<file path="src/rtl/decode_ctrl_stage_if.sv">
// Purpose : bundles the IF-side handshake, the EX-side hazard/flush/divider signals and the
//           ID/EX control bundle of decode_ctrl_stage into one port.
// Ports   : master = surrounding pipeline (drives instr/handshake/EX status),
//           slave  = decode stage (drives if_ready, md_kill and the registered control bundle).
interface decode_ctrl_stage_if #(
    parameter int ALU_SEL_W = 6
);
    logic [31:0]          instr_i;
    logic                 if_valid_i;
    logic                 if_ready_o;
    logic                 id_valid_o;
    logic                 id_ready_i;
    logic                 flush_i;
    logic                 ex_valid_i;
    logic                 ex_dmem_rd_i;
    logic [4:0]           ex_rd_i;
    logic                 md_done_i;
    logic                 md_kill_o;
    logic [ALU_SEL_W-1:0] alu_sel_o;
    logic                 alu_src_a_o;
    logic                 alu_src_b_o;
    logic                 dmem_wr_o;
    logic                 dmem_rd_o;
    logic                 reg_wr_o;
    logic                 branch_o;
    logic                 jump_o;
    logic                 jalr_o;
    logic                 word_o;
    logic                 muldiv_o;
    logic                 illegal_o;
    logic [1:0]           result_src_o;
    logic [2:0]           imm_src_o;
    logic [4:0]           rd_o;
    logic [4:0]           rs1_o;
    logic [4:0]           rs2_o;

    modport master (
        output instr_i, if_valid_i, id_ready_i, flush_i, ex_valid_i, ex_dmem_rd_i, ex_rd_i, md_done_i,
        input  if_ready_o, id_valid_o, md_kill_o, alu_sel_o, alu_src_a_o, alu_src_b_o, dmem_wr_o,
               dmem_rd_o, reg_wr_o, branch_o, jump_o, jalr_o, word_o, muldiv_o, illegal_o,
               result_src_o, imm_src_o, rd_o, rs1_o, rs2_o
    );

    modport slave (
        input  instr_i, if_valid_i, id_ready_i, flush_i, ex_valid_i, ex_dmem_rd_i, ex_rd_i, md_done_i,
        output if_ready_o, id_valid_o, md_kill_o, alu_sel_o, alu_src_a_o, alu_src_b_o, dmem_wr_o,
               dmem_rd_o, reg_wr_o, branch_o, jump_o, jalr_o, word_o, muldiv_o, illegal_o,
               result_src_o, imm_src_o, rd_o, rs1_o, rs2_o
    );
endinterface

</file>
<file path="src/rtl/decode_ctrl_stage.sv">
// Purpose : RV64I(+M) decode into a control bundle held in the ID/EX register, with load-use stall and divide wait.
// Latency : one cycle from instr acceptance to id_valid_o; 1 instr/cycle sustained without hazards.
// Backpr. : if_ready_o drops on id_ready_i low with a held bundle, load-use hazard, flush_i, or divide outstanding.
// Ports   : clk, rst (sync, active high); bus = decode_ctrl_stage_if.slave (IF handshake, EX status, bundle).
module decode_ctrl_stage #(
    parameter int XLEN      = 64,
    parameter int EN_M      = 1,
    parameter int ALU_SEL_W = 6
) (
    input logic                clk,
    input logic                rst,
    decode_ctrl_stage_if.slave bus
);
    localparam bit RV64 = (XLEN == 64);

    localparam logic [6:0] OP_LUI = 7'b0110111, OP_AUIPC = 7'b0010111, OP_JAL = 7'b1101111;
    localparam logic [6:0] OP_JALR = 7'b1100111, OP_BRANCH = 7'b1100011, OP_LOAD = 7'b0000011;
    localparam logic [6:0] OP_STORE = 7'b0100011, OP_IMM = 7'b0010011, OP_IMM32 = 7'b0011011;
    localparam logic [6:0] OP_REG = 7'b0110011, OP_REG32 = 7'b0111011;

    localparam logic [ALU_SEL_W-1:0] ALU_ADD = ALU_SEL_W'(0), ALU_SUB = ALU_SEL_W'(1);
    localparam logic [ALU_SEL_W-1:0] ALU_AND = ALU_SEL_W'(2), ALU_OR = ALU_SEL_W'(3);
    localparam logic [ALU_SEL_W-1:0] ALU_XOR = ALU_SEL_W'(4), ALU_SLL = ALU_SEL_W'(5);
    localparam logic [ALU_SEL_W-1:0] ALU_SRL = ALU_SEL_W'(6), ALU_SRA = ALU_SEL_W'(7);
    localparam logic [ALU_SEL_W-1:0] ALU_SLT = ALU_SEL_W'(8), ALU_SLTU = ALU_SEL_W'(9);
    localparam logic [ALU_SEL_W-1:0] ALU_BR = ALU_SEL_W'(16), ALU_M = ALU_SEL_W'(32);

    typedef struct packed {
        logic [ALU_SEL_W-1:0] alu_sel;
        logic                 alu_src_a;
        logic                 alu_src_b;
        logic                 dmem_wr;
        logic                 dmem_rd;
        logic                 reg_wr;
        logic                 branch;
        logic                 jump;
        logic                 jalr;
        logic                 word;
        logic                 muldiv;
        logic                 illegal;
        logic [1:0]           result_src;
        logic [2:0]           imm_src;
        logic [4:0]           rd;
        logic [4:0]           rs1;
        logic [4:0]           rs2;
    } ctrl_t;

    typedef enum logic {IDLE, WAIT_MD} state_t;

    logic [6:0] opcode, f7;
    logic [2:0] f3;
    ctrl_t      dec, ctrl_q;
    logic       ill, is_div, sh_zero, sh_alt;
    logic       hz, adv, if_ready, accept, id_valid, md_kill;
    state_t     state, state_nxt;

    assign opcode = bus.instr_i[6:0];
    assign f3     = bus.instr_i[14:12];
    assign f7     = bus.instr_i[31:25];

    // RV64 immediate shifts carry shamt[5] in funct7[0], so only funct7[6:1] selects the op.
    assign sh_zero = RV64 ? (f7[6:1] == 6'b000000) : (f7 == 7'b0000000);
    assign sh_alt  = RV64 ? (f7[6:1] == 6'b010000) : (f7 == 7'b0100000);

    always_comb begin
        dec     = '0;
        ill     = 1'b0;
        is_div  = 1'b0;
        dec.rd  = bus.instr_i[11:7];
        dec.rs1 = bus.instr_i[19:15];
        dec.rs2 = bus.instr_i[24:20];
        case (opcode)
            OP_LUI, OP_AUIPC: begin
                dec.reg_wr    = 1'b1;
                dec.alu_src_a = (opcode == OP_AUIPC);
                dec.alu_src_b = 1'b1;
                dec.imm_src   = (opcode == OP_AUIPC) ? 3'd5 : 3'd4;
                dec.rs1       = '0;
                dec.rs2       = '0;
            end
            OP_JAL: begin
                {dec.reg_wr, dec.jump, dec.alu_src_a, dec.alu_src_b} = 4'b1111;
                dec.result_src = 2'd2;
                dec.imm_src    = 3'd3;
                dec.rs1        = '0;
                dec.rs2        = '0;
            end
            OP_JALR: begin
                {dec.reg_wr, dec.jump, dec.jalr, dec.alu_src_b} = 4'b1111;
                dec.result_src = 2'd2;
                dec.rs2        = '0;
                ill            = (f3 != 3'b000);
            end
            OP_BRANCH: begin
                dec.branch  = 1'b1;
                dec.imm_src = 3'd2;
                dec.rd      = '0;
                case (f3)
                    3'b000:  dec.alu_sel = ALU_BR;
                    3'b001:  dec.alu_sel = ALU_BR | ALU_SEL_W'(1);
                    3'b100:  dec.alu_sel = ALU_BR | ALU_SEL_W'(2);
                    3'b101:  dec.alu_sel = ALU_BR | ALU_SEL_W'(3);
                    3'b110:  dec.alu_sel = ALU_BR | ALU_SEL_W'(4);
                    3'b111:  dec.alu_sel = ALU_BR | ALU_SEL_W'(5);
                    default: ill = 1'b1;
                endcase
            end
            OP_LOAD: begin
                {dec.dmem_rd, dec.reg_wr, dec.alu_src_b} = 3'b111;
                dec.result_src = 2'd1;
                dec.rs2        = '0;
                // LD and LWU exist only on RV64
                ill = (f3 == 3'b111) || (!RV64 && (f3 == 3'b011 || f3 == 3'b110));
            end
            OP_STORE: begin
                {dec.dmem_wr, dec.alu_src_b} = 2'b11;
                dec.imm_src = 3'd1;
                dec.rd      = '0;
                ill         = f3[2] || (!RV64 && f3 == 3'b011);
            end
            OP_IMM: begin
                {dec.reg_wr, dec.alu_src_b} = 2'b11;
                dec.rs2 = '0;
                case (f3)
                    3'b000: dec.alu_sel = ALU_ADD;
                    3'b010: dec.alu_sel = ALU_SLT;
                    3'b011: dec.alu_sel = ALU_SLTU;
                    3'b100: dec.alu_sel = ALU_XOR;
                    3'b110: dec.alu_sel = ALU_OR;
                    3'b111: dec.alu_sel = ALU_AND;
                    3'b001: begin dec.alu_sel = ALU_SLL; ill = !sh_zero; end
                    default: begin dec.alu_sel = sh_alt ? ALU_SRA : ALU_SRL; ill = !(sh_zero || sh_alt); end
                endcase
            end
            OP_IMM32: begin
                {dec.reg_wr, dec.alu_src_b, dec.word} = 3'b111;
                dec.rs2 = '0;
                ill     = !RV64;
                case (f3)
                    3'b000:  dec.alu_sel = ALU_ADD;
                    3'b001:  begin dec.alu_sel = ALU_SLL; if (f7 != 7'b0000000) ill = 1'b1; end
                    3'b101: begin
                        dec.alu_sel = f7[5] ? ALU_SRA : ALU_SRL;
                        if (f7 != 7'b0000000 && f7 != 7'b0100000) ill = 1'b1;
                    end
                    default: ill = 1'b1;
                endcase
            end
            OP_REG, OP_REG32: begin
                dec.reg_wr = 1'b1;
                dec.word   = (opcode == OP_REG32);
                if (dec.word && !RV64) ill = 1'b1;
                case (f7)
                    7'b0000000: begin
                        case (f3)
                            3'b000: dec.alu_sel = ALU_ADD;
                            3'b001: dec.alu_sel = ALU_SLL;
                            3'b010: dec.alu_sel = ALU_SLT;
                            3'b011: dec.alu_sel = ALU_SLTU;
                            3'b100: dec.alu_sel = ALU_XOR;
                            3'b101: dec.alu_sel = ALU_SRL;
                            3'b110: dec.alu_sel = ALU_OR;
                            default: dec.alu_sel = ALU_AND;
                        endcase
                        // word forms only define ADDW/SLLW/SRLW
                        if (dec.word && !(f3 == 3'b000 || f3 == 3'b001 || f3 == 3'b101)) ill = 1'b1;
                    end
                    7'b0100000: begin
                        dec.alu_sel = (f3 == 3'b000) ? ALU_SUB : ALU_SRA;
                        if (f3 != 3'b000 && f3 != 3'b101) ill = 1'b1;
                    end
                    7'b0000001: begin
                        dec.muldiv  = 1'b1;
                        dec.alu_sel = ALU_M | ALU_SEL_W'(f3);
                        is_div      = f3[2];
                        if (EN_M == 0) ill = 1'b1;
                        // MULHx have no word form
                        if (dec.word && (f3 == 3'b001 || f3 == 3'b010 || f3 == 3'b011)) ill = 1'b1;
                    end
                    default: ill = 1'b1;
                endcase
            end
            default: ill = 1'b1;
        endcase
        // An illegal instruction carries no side effects and no register indices, so it never stalls.
        if (ill) begin
            dec         = '0;
            dec.illegal = 1'b1;
            is_div      = 1'b0;
        end
    end

    assign hz = bus.ex_valid_i && bus.ex_dmem_rd_i && (bus.ex_rd_i != 5'd0)
                && ((bus.ex_rd_i == dec.rs1) || (bus.ex_rd_i == dec.rs2));

    assign adv      = !id_valid || bus.id_ready_i;
    assign if_ready = !rst && adv && !hz && !bus.flush_i && (state == IDLE);
    assign accept   = bus.if_valid_i && if_ready;

    always_ff @(posedge clk) begin
        if (rst) begin
            id_valid <= 1'b0;
            ctrl_q   <= '0;
        end else if (bus.flush_i) begin
            id_valid <= 1'b0;
        end else if (adv) begin
            if (accept) begin
                ctrl_q   <= dec;
                id_valid <= 1'b1;
            end else begin
                id_valid <= 1'b0;
            end
        end
    end

    always_ff @(posedge clk) begin
        if (rst) state <= IDLE;
        else     state <= state_nxt;
    end

    always_comb begin
        state_nxt = state;
        md_kill   = 1'b0;
        case (state)
            IDLE: if (accept && is_div) state_nxt = WAIT_MD;
            WAIT_MD: begin
                // a finishing divider needs no abort even if EX flushes in the same cycle
                if (bus.md_done_i) begin
                    state_nxt = IDLE;
                end else if (bus.flush_i) begin
                    state_nxt = IDLE;
                    md_kill   = !rst;
                end
            end
            default: state_nxt = IDLE;
        endcase
    end

    assign bus.if_ready_o   = if_ready;
    assign bus.id_valid_o   = id_valid;
    assign bus.md_kill_o    = md_kill;
    assign bus.alu_sel_o    = ctrl_q.alu_sel;
    assign bus.alu_src_a_o  = ctrl_q.alu_src_a;
    assign bus.alu_src_b_o  = ctrl_q.alu_src_b;
    assign bus.dmem_wr_o    = ctrl_q.dmem_wr;
    assign bus.dmem_rd_o    = ctrl_q.dmem_rd;
    assign bus.reg_wr_o     = ctrl_q.reg_wr;
    assign bus.branch_o     = ctrl_q.branch;
    assign bus.jump_o       = ctrl_q.jump;
    assign bus.jalr_o       = ctrl_q.jalr;
    assign bus.word_o       = ctrl_q.word;
    assign bus.muldiv_o     = ctrl_q.muldiv;
    assign bus.illegal_o    = ctrl_q.illegal;
    assign bus.result_src_o = ctrl_q.result_src;
    assign bus.imm_src_o    = ctrl_q.imm_src;
    assign bus.rd_o         = ctrl_q.rd;
    assign bus.rs1_o        = ctrl_q.rs1;
    assign bus.rs2_o        = ctrl_q.rs2;
endmodule
</file>
<file path="src/flat_wrapper.sv">
// flat-port wrapper written by rule: the top's interface ports become plain ports
module decode_ctrl_stage_flat 
#(
    parameter int XLEN      = 64,
    parameter int EN_M      = 1,
    parameter int ALU_SEL_W = 6
)
  (clk, rst, bus_instr_i, bus_if_valid_i, bus_id_ready_i, bus_flush_i, bus_ex_valid_i, bus_ex_dmem_rd_i, bus_ex_rd_i, bus_md_done_i, bus_if_ready_o, bus_id_valid_o, bus_md_kill_o, bus_alu_sel_o, bus_alu_src_a_o, bus_alu_src_b_o, bus_dmem_wr_o, bus_dmem_rd_o, bus_reg_wr_o, bus_branch_o, bus_jump_o, bus_jalr_o, bus_word_o, bus_muldiv_o, bus_illegal_o, bus_result_src_o, bus_imm_src_o, bus_rd_o, bus_rs1_o, bus_rs2_o);
  decode_ctrl_stage_if #(.ALU_SEL_W(ALU_SEL_W)) bus_i ();
  input logic clk;
  input logic rst;
  input wire logic [$bits(bus_i.instr_i)-1:0] bus_instr_i;
  input wire logic [$bits(bus_i.if_valid_i)-1:0] bus_if_valid_i;
  input wire logic [$bits(bus_i.id_ready_i)-1:0] bus_id_ready_i;
  input wire logic [$bits(bus_i.flush_i)-1:0] bus_flush_i;
  input wire logic [$bits(bus_i.ex_valid_i)-1:0] bus_ex_valid_i;
  input wire logic [$bits(bus_i.ex_dmem_rd_i)-1:0] bus_ex_dmem_rd_i;
  input wire logic [$bits(bus_i.ex_rd_i)-1:0] bus_ex_rd_i;
  input wire logic [$bits(bus_i.md_done_i)-1:0] bus_md_done_i;
  output wire logic [$bits(bus_i.if_ready_o)-1:0] bus_if_ready_o;
  output wire logic [$bits(bus_i.id_valid_o)-1:0] bus_id_valid_o;
  output wire logic [$bits(bus_i.md_kill_o)-1:0] bus_md_kill_o;
  output wire logic [$bits(bus_i.alu_sel_o)-1:0] bus_alu_sel_o;
  output wire logic [$bits(bus_i.alu_src_a_o)-1:0] bus_alu_src_a_o;
  output wire logic [$bits(bus_i.alu_src_b_o)-1:0] bus_alu_src_b_o;
  output wire logic [$bits(bus_i.dmem_wr_o)-1:0] bus_dmem_wr_o;
  output wire logic [$bits(bus_i.dmem_rd_o)-1:0] bus_dmem_rd_o;
  output wire logic [$bits(bus_i.reg_wr_o)-1:0] bus_reg_wr_o;
  output wire logic [$bits(bus_i.branch_o)-1:0] bus_branch_o;
  output wire logic [$bits(bus_i.jump_o)-1:0] bus_jump_o;
  output wire logic [$bits(bus_i.jalr_o)-1:0] bus_jalr_o;
  output wire logic [$bits(bus_i.word_o)-1:0] bus_word_o;
  output wire logic [$bits(bus_i.muldiv_o)-1:0] bus_muldiv_o;
  output wire logic [$bits(bus_i.illegal_o)-1:0] bus_illegal_o;
  output wire logic [$bits(bus_i.result_src_o)-1:0] bus_result_src_o;
  output wire logic [$bits(bus_i.imm_src_o)-1:0] bus_imm_src_o;
  output wire logic [$bits(bus_i.rd_o)-1:0] bus_rd_o;
  output wire logic [$bits(bus_i.rs1_o)-1:0] bus_rs1_o;
  output wire logic [$bits(bus_i.rs2_o)-1:0] bus_rs2_o;
  assign bus_i.instr_i = bus_instr_i;
  assign bus_i.if_valid_i = bus_if_valid_i;
  assign bus_i.id_ready_i = bus_id_ready_i;
  assign bus_i.flush_i = bus_flush_i;
  assign bus_i.ex_valid_i = bus_ex_valid_i;
  assign bus_i.ex_dmem_rd_i = bus_ex_dmem_rd_i;
  assign bus_i.ex_rd_i = bus_ex_rd_i;
  assign bus_i.md_done_i = bus_md_done_i;
  assign bus_if_ready_o = bus_i.if_ready_o;
  assign bus_id_valid_o = bus_i.id_valid_o;
  assign bus_md_kill_o = bus_i.md_kill_o;
  assign bus_alu_sel_o = bus_i.alu_sel_o;
  assign bus_alu_src_a_o = bus_i.alu_src_a_o;
  assign bus_alu_src_b_o = bus_i.alu_src_b_o;
  assign bus_dmem_wr_o = bus_i.dmem_wr_o;
  assign bus_dmem_rd_o = bus_i.dmem_rd_o;
  assign bus_reg_wr_o = bus_i.reg_wr_o;
  assign bus_branch_o = bus_i.branch_o;
  assign bus_jump_o = bus_i.jump_o;
  assign bus_jalr_o = bus_i.jalr_o;
  assign bus_word_o = bus_i.word_o;
  assign bus_muldiv_o = bus_i.muldiv_o;
  assign bus_illegal_o = bus_i.illegal_o;
  assign bus_result_src_o = bus_i.result_src_o;
  assign bus_imm_src_o = bus_i.imm_src_o;
  assign bus_rd_o = bus_i.rd_o;
  assign bus_rs1_o = bus_i.rs1_o;
  assign bus_rs2_o = bus_i.rs2_o;
  decode_ctrl_stage #(.XLEN(XLEN), .EN_M(EN_M), .ALU_SEL_W(ALU_SEL_W)) u_core (.clk(clk), .rst(rst), .bus(bus_i));
endmodule
</file>
<file path="config.mk">
export PLATFORM = sky130hd
export DESIGN_NAME = decode_ctrl_stage_flat
export DESIGN_NICKNAME = d
export VERILOG_FILES = /design/src/rtl/decode_ctrl_stage_if.sv /design/src/rtl/decode_ctrl_stage.sv /design/src/flat_wrapper.sv
export SDC_FILE = /design/constraint.sdc
export NUM_CORES = 1
export LEC_CHECK = 0
export ABC_AREA = 1
export BUFFER_PORTS_ARGS = -buffer_cell sky130_fd_sc_hd__buf_2
export CAP_MARGIN = 5
export CORE_ASPECT_RATIO = 0.6
export CORE_MARGIN = 4
export CORE_UTILIZATION = 56
export CTS_CLUSTER_SIZE = 30
export DETAILED_ROUTE_END_ITERATION = 16
export GPL_TIMING_DRIVEN = 0
export PLACE_DENSITY = 0.85
export REMOVE_ABC_BUFFERS = 1
export SLEW_MARGIN = 40
export SYNTH_ARGS = -nofsm -noshare
export SYNTH_HDL_FRONTEND = slang
export SYNTH_SLANG_ARGS = --single-unit
</file>
<file path="constraint.sdc">
create_clock -name clk -period 3.8 [get_ports clk]
set_input_delay 0.38 -clock clk [delete_from_list [all_inputs] [get_ports clk]]
set_output_delay 0.38 -clock clk [all_outputs]
set_load 0.01 [all_outputs]
</file>
==> summary.md, run 1 <==
The tools report the final-report hold violation count as 0. The initial antenna violation count is 0. The share of synthesized area in the top cell type comes to 26.6%. Entering global routing, the biggest net connects 39 pins.

For the clock share of power, the log shows 33.1%. Of all flip-flops after synthesis, the portion carrying an async set or reset was 0%. The worst setup path is launched from an input pin.

The type of the most critical hold path was in -> reg. The sum of routed wire segments on met1 is 3710 um, and the via count of the first global-routing pass is 2842. TritonCTS built the clock tree. The width of the chip works out to 99.0 um.

In this run the standard cell core region covers 0.00468 sq mm. The cell with the most instances after synthesis was nand2_1. The run gives 612 uW as the internal power component. The logs give 3294 for the number of vias in the routed layout and 0.917 for the last weighted congestion value of the routability-driven placer.

Cell count after synthesis: 481. The synthesized netlist occupies a cell area of 0.00278 sq mm. After detailed routing, the average wire length per cell comes to 12.6 um. For the number of slew-limit violations in the final report, the log shows 0.

After detailed routing, no signal wire sits above met4. The number of setup buffers added after CTS was 0; the layout overhead on the synthesized area was 17.8%. Setup repair after global routing left no endpoint under its margin. The count of nets left with antenna violations once routing finished came out at 0. The run gives 0 as the quantity of hold-fixing buffers added after cts. The aggregate global-route resource usage is 25.1%.

Adding up every negative setup slack in the final design gives 0 ns. The run finished with clean final reports. Counting instances in the post-synthesis netlist gives the leading cell types as nand2_1, inv_1, nor2_1. The transition at the pin with the smallest max-transition slack is 0.759 ns.

The area of the die is 0.00620 sq mm. The number of antenna diodes in the final layout is 0. After synthesis, the cell types taking the most area are dfxtp_1, nand2_1, inv_1. The total overflow left after global routing is 0. STA puts the critical path data arrival time at 3.59 ns. The share of total power dissipated in sequential elements is 45.8%. The clock slew seen by the registers of the worst setup and hold paths is 0.08 ns, and the power per unit of standard cell area is 270 mW/mm^2. Summed over all cells, the static leakage comes to 1.74 nW. The share of total power in combinational logic was 21.1%.

For the number of maximum-capacitance constraint violations, the log shows 0. The depth of the CTS H-tree is 2, and the number of buffers between clock root and the deepest sink is 2. Clock tree synthesis selected as its root buffer the cell clkbuf_8. The logs give 997 um for the routed length on met3 and 0.00638 ns for the clock tree skew after final layout. For the number of clock sinks, the log shows 37. The first routing iteration left 396 violations. The minimum clock period is 3.43 ns. After detailed routing, the number of remaining DRC violations is 0. The tools report the endpoint type of the worst setup path as a flop.

Row generation in the floorplan step produced 19 rows. In this run the power spent charging and discharging nets is 272 uW. In the final layout, the share of cells above drive strength 1 is 21.9%. For this design the top-level I/O count stands at 85.

The synthesized design spends more area on one cell type than any other, namely dfxtp_1. Wire segments on met2 add up to 2980 um in the final route. Critical setup path kind: in -> reg. STA puts the critical path data required time at 3.95 ns.

Total of cells resized after clock tree synthesis: 0. The synthesized netlist contains 33 unique library cells. The half-perimeter wire length of the detailed placement result is 5920 um. During synthesis, Yosys emitted a total of 0 warnings. Among all flip-flop cells after synthesis, the most frequent one is dfxtp_1. The worst-case IR drop observed on VDD is 162 uV. Setup violations remaining at the end of the flow were counted as 0. The achievable frequency was 0.291 GHz; the switching share of power was 30.8%.

After synthesis, flip-flops and latches occupy 26.6% of the total area. The tools report the count of fill cells added during filler insertion as 418. The post-synthesis average cell area is 5.79 sq um, and the maximum fanout along the worst path is 38. In the routed layout, each cell is associated on average with a via count of 5.36. The number of clock buffers inserted by TritonCTS is 5, and the insertion delay to the later sink of the worst-skew pair is 0.29 ns.

Once layout is complete, the utilization of the core stands at 70.0%. After detailed routing, the total wire length is 7770 um. The die is 62.6 um tall.

The global-route wire length before repair was 13100 um; the number of I/O port buffers was 84. The first detailed-routing pass took 5 iterations. The relative max-transition margin is 49.4%.

The portion of the clock cycle consumed by the worst path in the final layout was 90.4%. Once the floorplan was initialized, standard cells occupied 59.4% of the core. The synthesis-stage register bit count is 37, and the number of enable flip-flop cells after synthesis is 0.

The tools report the final net count as 596.
[cell families after synthesis]
family                 synth area share (%)
flip-flops                             26.6
AO/OA/AOI/OAI                          8.27
AND/OR/NAND/NOR                        47.5
buffers and inverters                  16.4
XOR/XNOR                               1.26
[power groups by stage]
stage,logic [mW],registers (mW),clock network [mW]
4_1_cts,0.184,0.405,0.290
3_3_place_gp,0.177,0.413,0
2_1_floorplan,0.0990,0.420,0
3_5_place_dp,0.183,0.414,0
6_report,0.186,0.405,0.293
5_1_grt,0.209,0.407,0.320
[registers in the layout, summed over array words and instances (netlist names), 3 cells and up]
| name | cells |
|---|---|
| u_core.bus.rs2_o | 5 |
| u_core.bus.imm_src_o | 3 |
| u_core.bus.rs1_o | 5 |
| u_core.bus.rd_o | 5 |
| u_core.bus.alu_sel_o | 6 |
[worst paths after layout]
kind	depth (start not counted)	end	slack [ns]	start
hold / removal	3	u_core.state	0.39	bus_md_done_i
hold reg to reg	2	u_core.bus.reg_wr_o	0.46	u_core.bus.reg_wr_o
setup / recovery	18	u_core.bus.alu_src_b_o	0.37	bus_instr_i[27]
setup reg to reg	7	u_core.bus.alu_src_b_o	1.73	u_core.bus.id_valid_o
[final cells by class]
cell class	count	area (sq um)	share of cell area [%]
Clock buffer	6	82.6	2.52
Clock inverter	2	13.8	0.420
Inverter	87	327	9.96
Multi-Input combinational cell	334	1590	48.6
Sequential cell	37	741	22.6
Tap cell	63	78.8	2.40
Timing Repair Buffer	86	443	13.5
[critical path: stages]
cell and delay [ns]:
buf_2 0.11, inv_1 0.04, nand2_1 0.04, nor2_1 0.14, nand3_1 0.22, nand3_1 0.14, nand2_1 0.06, nand2_1 0.35
and3_1 0.40, nand3_1 0.11, nand2_1 0.07, nor2_1 0.03, nand2_1 0.07, nand2_2 0.08, nand2_4 0.29, nand3_2 0.67
nand2_1 0.26, a21oi_1 0.09
[metrics by stage]
stage          cells  setup WS (ns)  area (sq um)  hold WS (ns)  power (mW)
3_3_place_gp     605         0.0824          3150         0.445       0.590
5_1_grt          615         0.0423          3280         0.399       0.935
6_report         615          0.367          3280         0.385       0.884
4_1_cts          615          0.412          3280         0.377       0.879
2_1_floorplan    458           1.01          2650         0.449       0.519
3_5_place_dp     607          0.109          3180         0.452       0.597
[cell usage in the layout (no fill, tap or decap), types with 2 or more instances in the layout]
cell type,instances
nand2_1,132
buf_2,84
inv_1,81
nor2_1,71
nand4_1,45
dfxtp_1,37
a21oi_1,21
nand3_1,16
nor2_2,8
inv_2,6
nand2_2,6
o21ai_0,6
clkbuf_8,6
xor2_1,4
nor3_1,3
o221ai_1,3
nor2_4,2
nand3_2,2
nand3b_1,2
a41oi_1,2
buf_6,2
[per-layer routing]
layer / vias up / track usage, %
li1: 1655 / -
met1: 1422 / 38.7
met2: 203 / 34.7
met3: 14 / 6.02
met4: 0 / 5.28
met5: - / 0
(Power assumes the default switching activity.)
==> inputs of run 2 (changes only) <==
- REMOVE_ABC_BUFFERS: 1 -> unset
==> summary.md, run 2 (same netlist as run 1, synthesis figures left out) <==
The run finished with clean final reports. The layout overhead on the synthesized area was 20.9% (was 17.8%); the internal power component was 613 uW (was 612 uW). The global-route wire length before repair was 14600 um (was 13100 um); the die height was 62.6 um (unchanged). The initial DRC count is 413 (was 396).

The tools report the share of total power in combinational logic as 22.3% (was 21.1%). The insertion delay to the later sink of the worst-skew pair came out at 0.29 ns (about the same). The tools report the endpoint type of the worst setup path as a primary output (was a flop). The tools report the sort of element at the start of the critical path as an input pin (unchanged). The switching share of power is 30.5% (was 30.8%).

The power per unit of standard cell area came out at 262 mW/mm^2 (was 270 mW/mm^2). The tools report the final sum of negative setup slack as 0 ns (unchanged). For the post-synth net total, the log shows 526. First-pass iteration count of the detailed router: 5 (unchanged).

The effective utilization at floorplan came out at 59.4% (unchanged). The fraction of final layout cells with drive strength greater than 1 works out to 22.4% (was 21.9%). The pre-CTS setup slack is 0.839 ns (was 0.109 ns), and the total of cells resized after clock tree synthesis is 0 (unchanged). The number of vias per cell is 5.37 (was 5.36), and the number of clock sinks is 37 (unchanged). Sequential share of power: 45.9% (was 45.8%).

Type of the most critical hold path: in -> reg (unchanged). The most common cell after layout, fill and taps aside was nand2_1 (unchanged). The area of the die was 0.00620 sq mm (unchanged). The core outline area came out at 0.00468 sq mm (unchanged).

The start of the worst register-to-register path is u_core.bus.id_valid_o (unchanged). The logs give 5 (unchanged) for the number of clock buffers inserted by TritonCTS and 3.42 ns (was 3.95 ns) for the required time of the critical path. The critical path's most frequent cell is nand2_1 (unchanged). TritonCTS built the clock tree. The average wire per cell in the routed design works out to 14.0 um (was 12.6 um). The run gives 8860 um (was 7770 um) as the final wirelength.

Quantity of hold-fixing buffers added after cts: 0 (unchanged). The clock tree skew after final layout came out at 0.00852 ns (was 0.00638 ns). The number of maximum-capacitance constraint violations was 0 (unchanged).

The tools report the last weighted congestion value of the routability-driven placer as 0.963 (was 0.917). For the count of fill cells added during filler insertion, the log shows 440 (was 418). The number of vias in the routed layout is 3402 (was 3294).

For the number of slew-limit violations in the final report, the log shows 0 (unchanged). Launch point of the worst hold path: bus_flush_i (was bus_md_done_i). Library cell used as clock root buffer: clkbuf_8 (unchanged). The relative max-transition margin was 57.8% (was 49.4%).

For the setup slack of the critical path after layout, the log shows 0.848 ns (was 0.367 ns). The portion of the clock cycle consumed by the worst path in the final layout is 77.7% (was 90.4%), and the I/O pin count is 85 (unchanged). Cell with the largest stage delay on the worst path: nand3_1 (was nand3_2). The arrival time at the worst endpoint came out at 2.57 ns (was 3.59 ns).

The terminus of the critical flop-to-flop path was u_core.bus.dmem_wr_o (was u_core.bus.alu_src_b_o). The total leakage power is 1.78 nW (was 1.74 nW), and the area taken by flip-flops and latches is 741 sq um (unchanged). The count of standard-cell rows is 19 (unchanged), and the minimum clock period is 2.95 ns (was 3.43 ns).

The highest cell delay on the worst timing path was 0.24 ns (was 0.67 ns). The via count of the first global-routing pass came out at 2958 (was 2842). Top library cells by usage in the layout, fill and taps aside: nand2_1, buf_2, inv_1 (unchanged). Critical-path cell list: buf_2 > inv_1 > nand2_1 > nor2_1 > nand3_1 > nand3_1 > nand2_1 > nand2_1 > buf_4 > nand4_1 > xor2_1 > nor2_1 > nand2_1 > nand2_2 > a21boi_0 > buf_2 (was buf_2 > inv_1 > nand2_1 > nor2_1 > nand3_1 > nand3_1 > nand2_1 > nand2_1 > and3_1 > nand3_1 > nand2_1 > nor2_1 > nand2_1 > nand2_2 > nand2_4 > nand3_2 > nand2_1 > a21oi_1). The maximum fanout along the worst path is 10 (was 38). The final-report hold violation count came out at 0 (unchanged).

The tools report the number of remaining DRC errors as 0 (unchanged). The number of I/O port buffers came out at 83 (was 84). The count of antenna diodes in the layout is 0 (unchanged), and the largest net degree at the start of global routing is 11 (was 39). The depth of the CTS H-tree is 2 (unchanged), and the remaining antenna violation count after routing is 0 (unchanged). Total grt overflow: 0 (unchanged). The buffering stage count on the worst path with inverters included was 4 (was 2).

The minimum setup slack among reg-to-reg paths is 2.10 ns (was 1.73 ns), and the transition at the pin with the smallest max-transition slack is 0.625 ns (was 0.759 ns). The clock slew seen by the registers of the worst setup and hold paths is 0.07 ns (was 0.08 ns). For the multi-input combinational cell area, the log shows 0.00159 sq mm (about the same). The flip-flop count of the largest register, all copies and words added came out at 6 (unchanged). Initial antenna violation count: 0 (unchanged). The width of the chip was 99.0 um (unchanged).

Critical setup path kind: in -> out (was in -> reg). The achievable frequency is 0.339 GHz (was 0.291 GHz). The maximum resistive drop on vdd came out at 133 uV (was 162 uV). The tools report the worst hold path endpoint as u_core.bus.id_valid_o (was u_core.state). The logic depth of the worst register-to-register path is 7 (unchanged).

Setup repair after global routing left no endpoint under its margin. The number of cells on the worst hold path works out to 4 (was 3). The reported net switching power was 269 uW (was 272 uW); the half-perimeter wire length of the detailed placement result was 7130 um (was 5920 um).

Final net count: 616 (was 596). The number of buffers between clock root and the deepest sink was 2 (unchanged). The tools report the aggregate global-route resource usage as 28.8% (was 25.1%).

Kind of cell adding the most delay to the critical path: simple AND/OR/NAND/NOR gates (unchanged). The count of endpoints failing setup in the final report was 0 (unchanged); the clock share of power was 31.8% (was 33.1%). Number of setup buffers added after CTS: 0 (unchanged).
[run 2: routing by layer]
layer | vias up | routed length [um] | track usage (%)
li1 | 1700 | - | -
met1 | 1517 | 4340 | 45.5
met2 | 175 | 3470 | 40.2
met3 | 10 | 967 | 4.46
met4 | 0 | 80 | 6.30
met5 | - | 0 | 0
[run 2: layout make-up]
cell class                      count  area share (%)
Clock buffer                        7            2.57
Multi-Input combinational cell    334            47.2
Inverter                           87            9.71
Sequential cell                    37            22.0
Buffer                             23            3.87
Tap cell                           63            2.34
Timing Repair Buffer               83            12.3
[run 2: worst max path at each step]
| stage | startpoint | end | slack [ns] | cells after the start |
|---|---|---|---|---|
| floorplan | bus_instr_i[14] | bus_if_ready_o | 1.43 | 16 |
| finish | bus_instr_i[28] | bus_if_ready_o | 0.85 | 16 |
| global placement | bus_instr_i[27] | u_core.bus.result_src_o[0] | 0.83 | 21 |
| detailed placement | bus_instr_i[28] | u_core.bus.result_src_o[0] | 0.84 | 21 |
| global route | bus_instr_i[4] | bus_if_ready_o | 0.60 | 18 |
| CTS | bus_instr_i[28] | bus_if_ready_o | 0.93 | 16 |
[run 2: tightest hold or removal path, delay by kind of cell]
family	cells	cell delay [ns]
and+or+nand+nor	1	0.05
AOI/OAI and AO/OA	1	0.04
buffers and inverters	2	0.17
[run 2: stage by stage]
step / hold WS, ns / util, % / instance area (sq um) / total power, mW / std cells
floorplan: 0.477 / - / 2780 / 0.534 / 481
global placement: 0.444 / 70.0 / 3280 / 0.600 / 627
detailed placement: 0.450 / 70.0 / 3280 / 0.605 / 627
CTS: 0.395 / 71.8 / 3360 / 0.876 / 634
global route: 0.405 / 71.8 / 3360 / 0.928 / 634
finish: 0.406 / 71.8 / 3360 / 0.882 / 634
[run 2: power groups by stage]
stage / logic, mW / registers, mW / clock network [mW]
floorplan: 0.114 / 0.419 / 0
global placement: 0.187 / 0.413 / 0
detailed placement: 0.191 / 0.414 / 0
CTS: 0.192 / 0.405 / 0.278
global route: 0.221 / 0.407 / 0.301
finish: 0.196 / 0.405 / 0.280
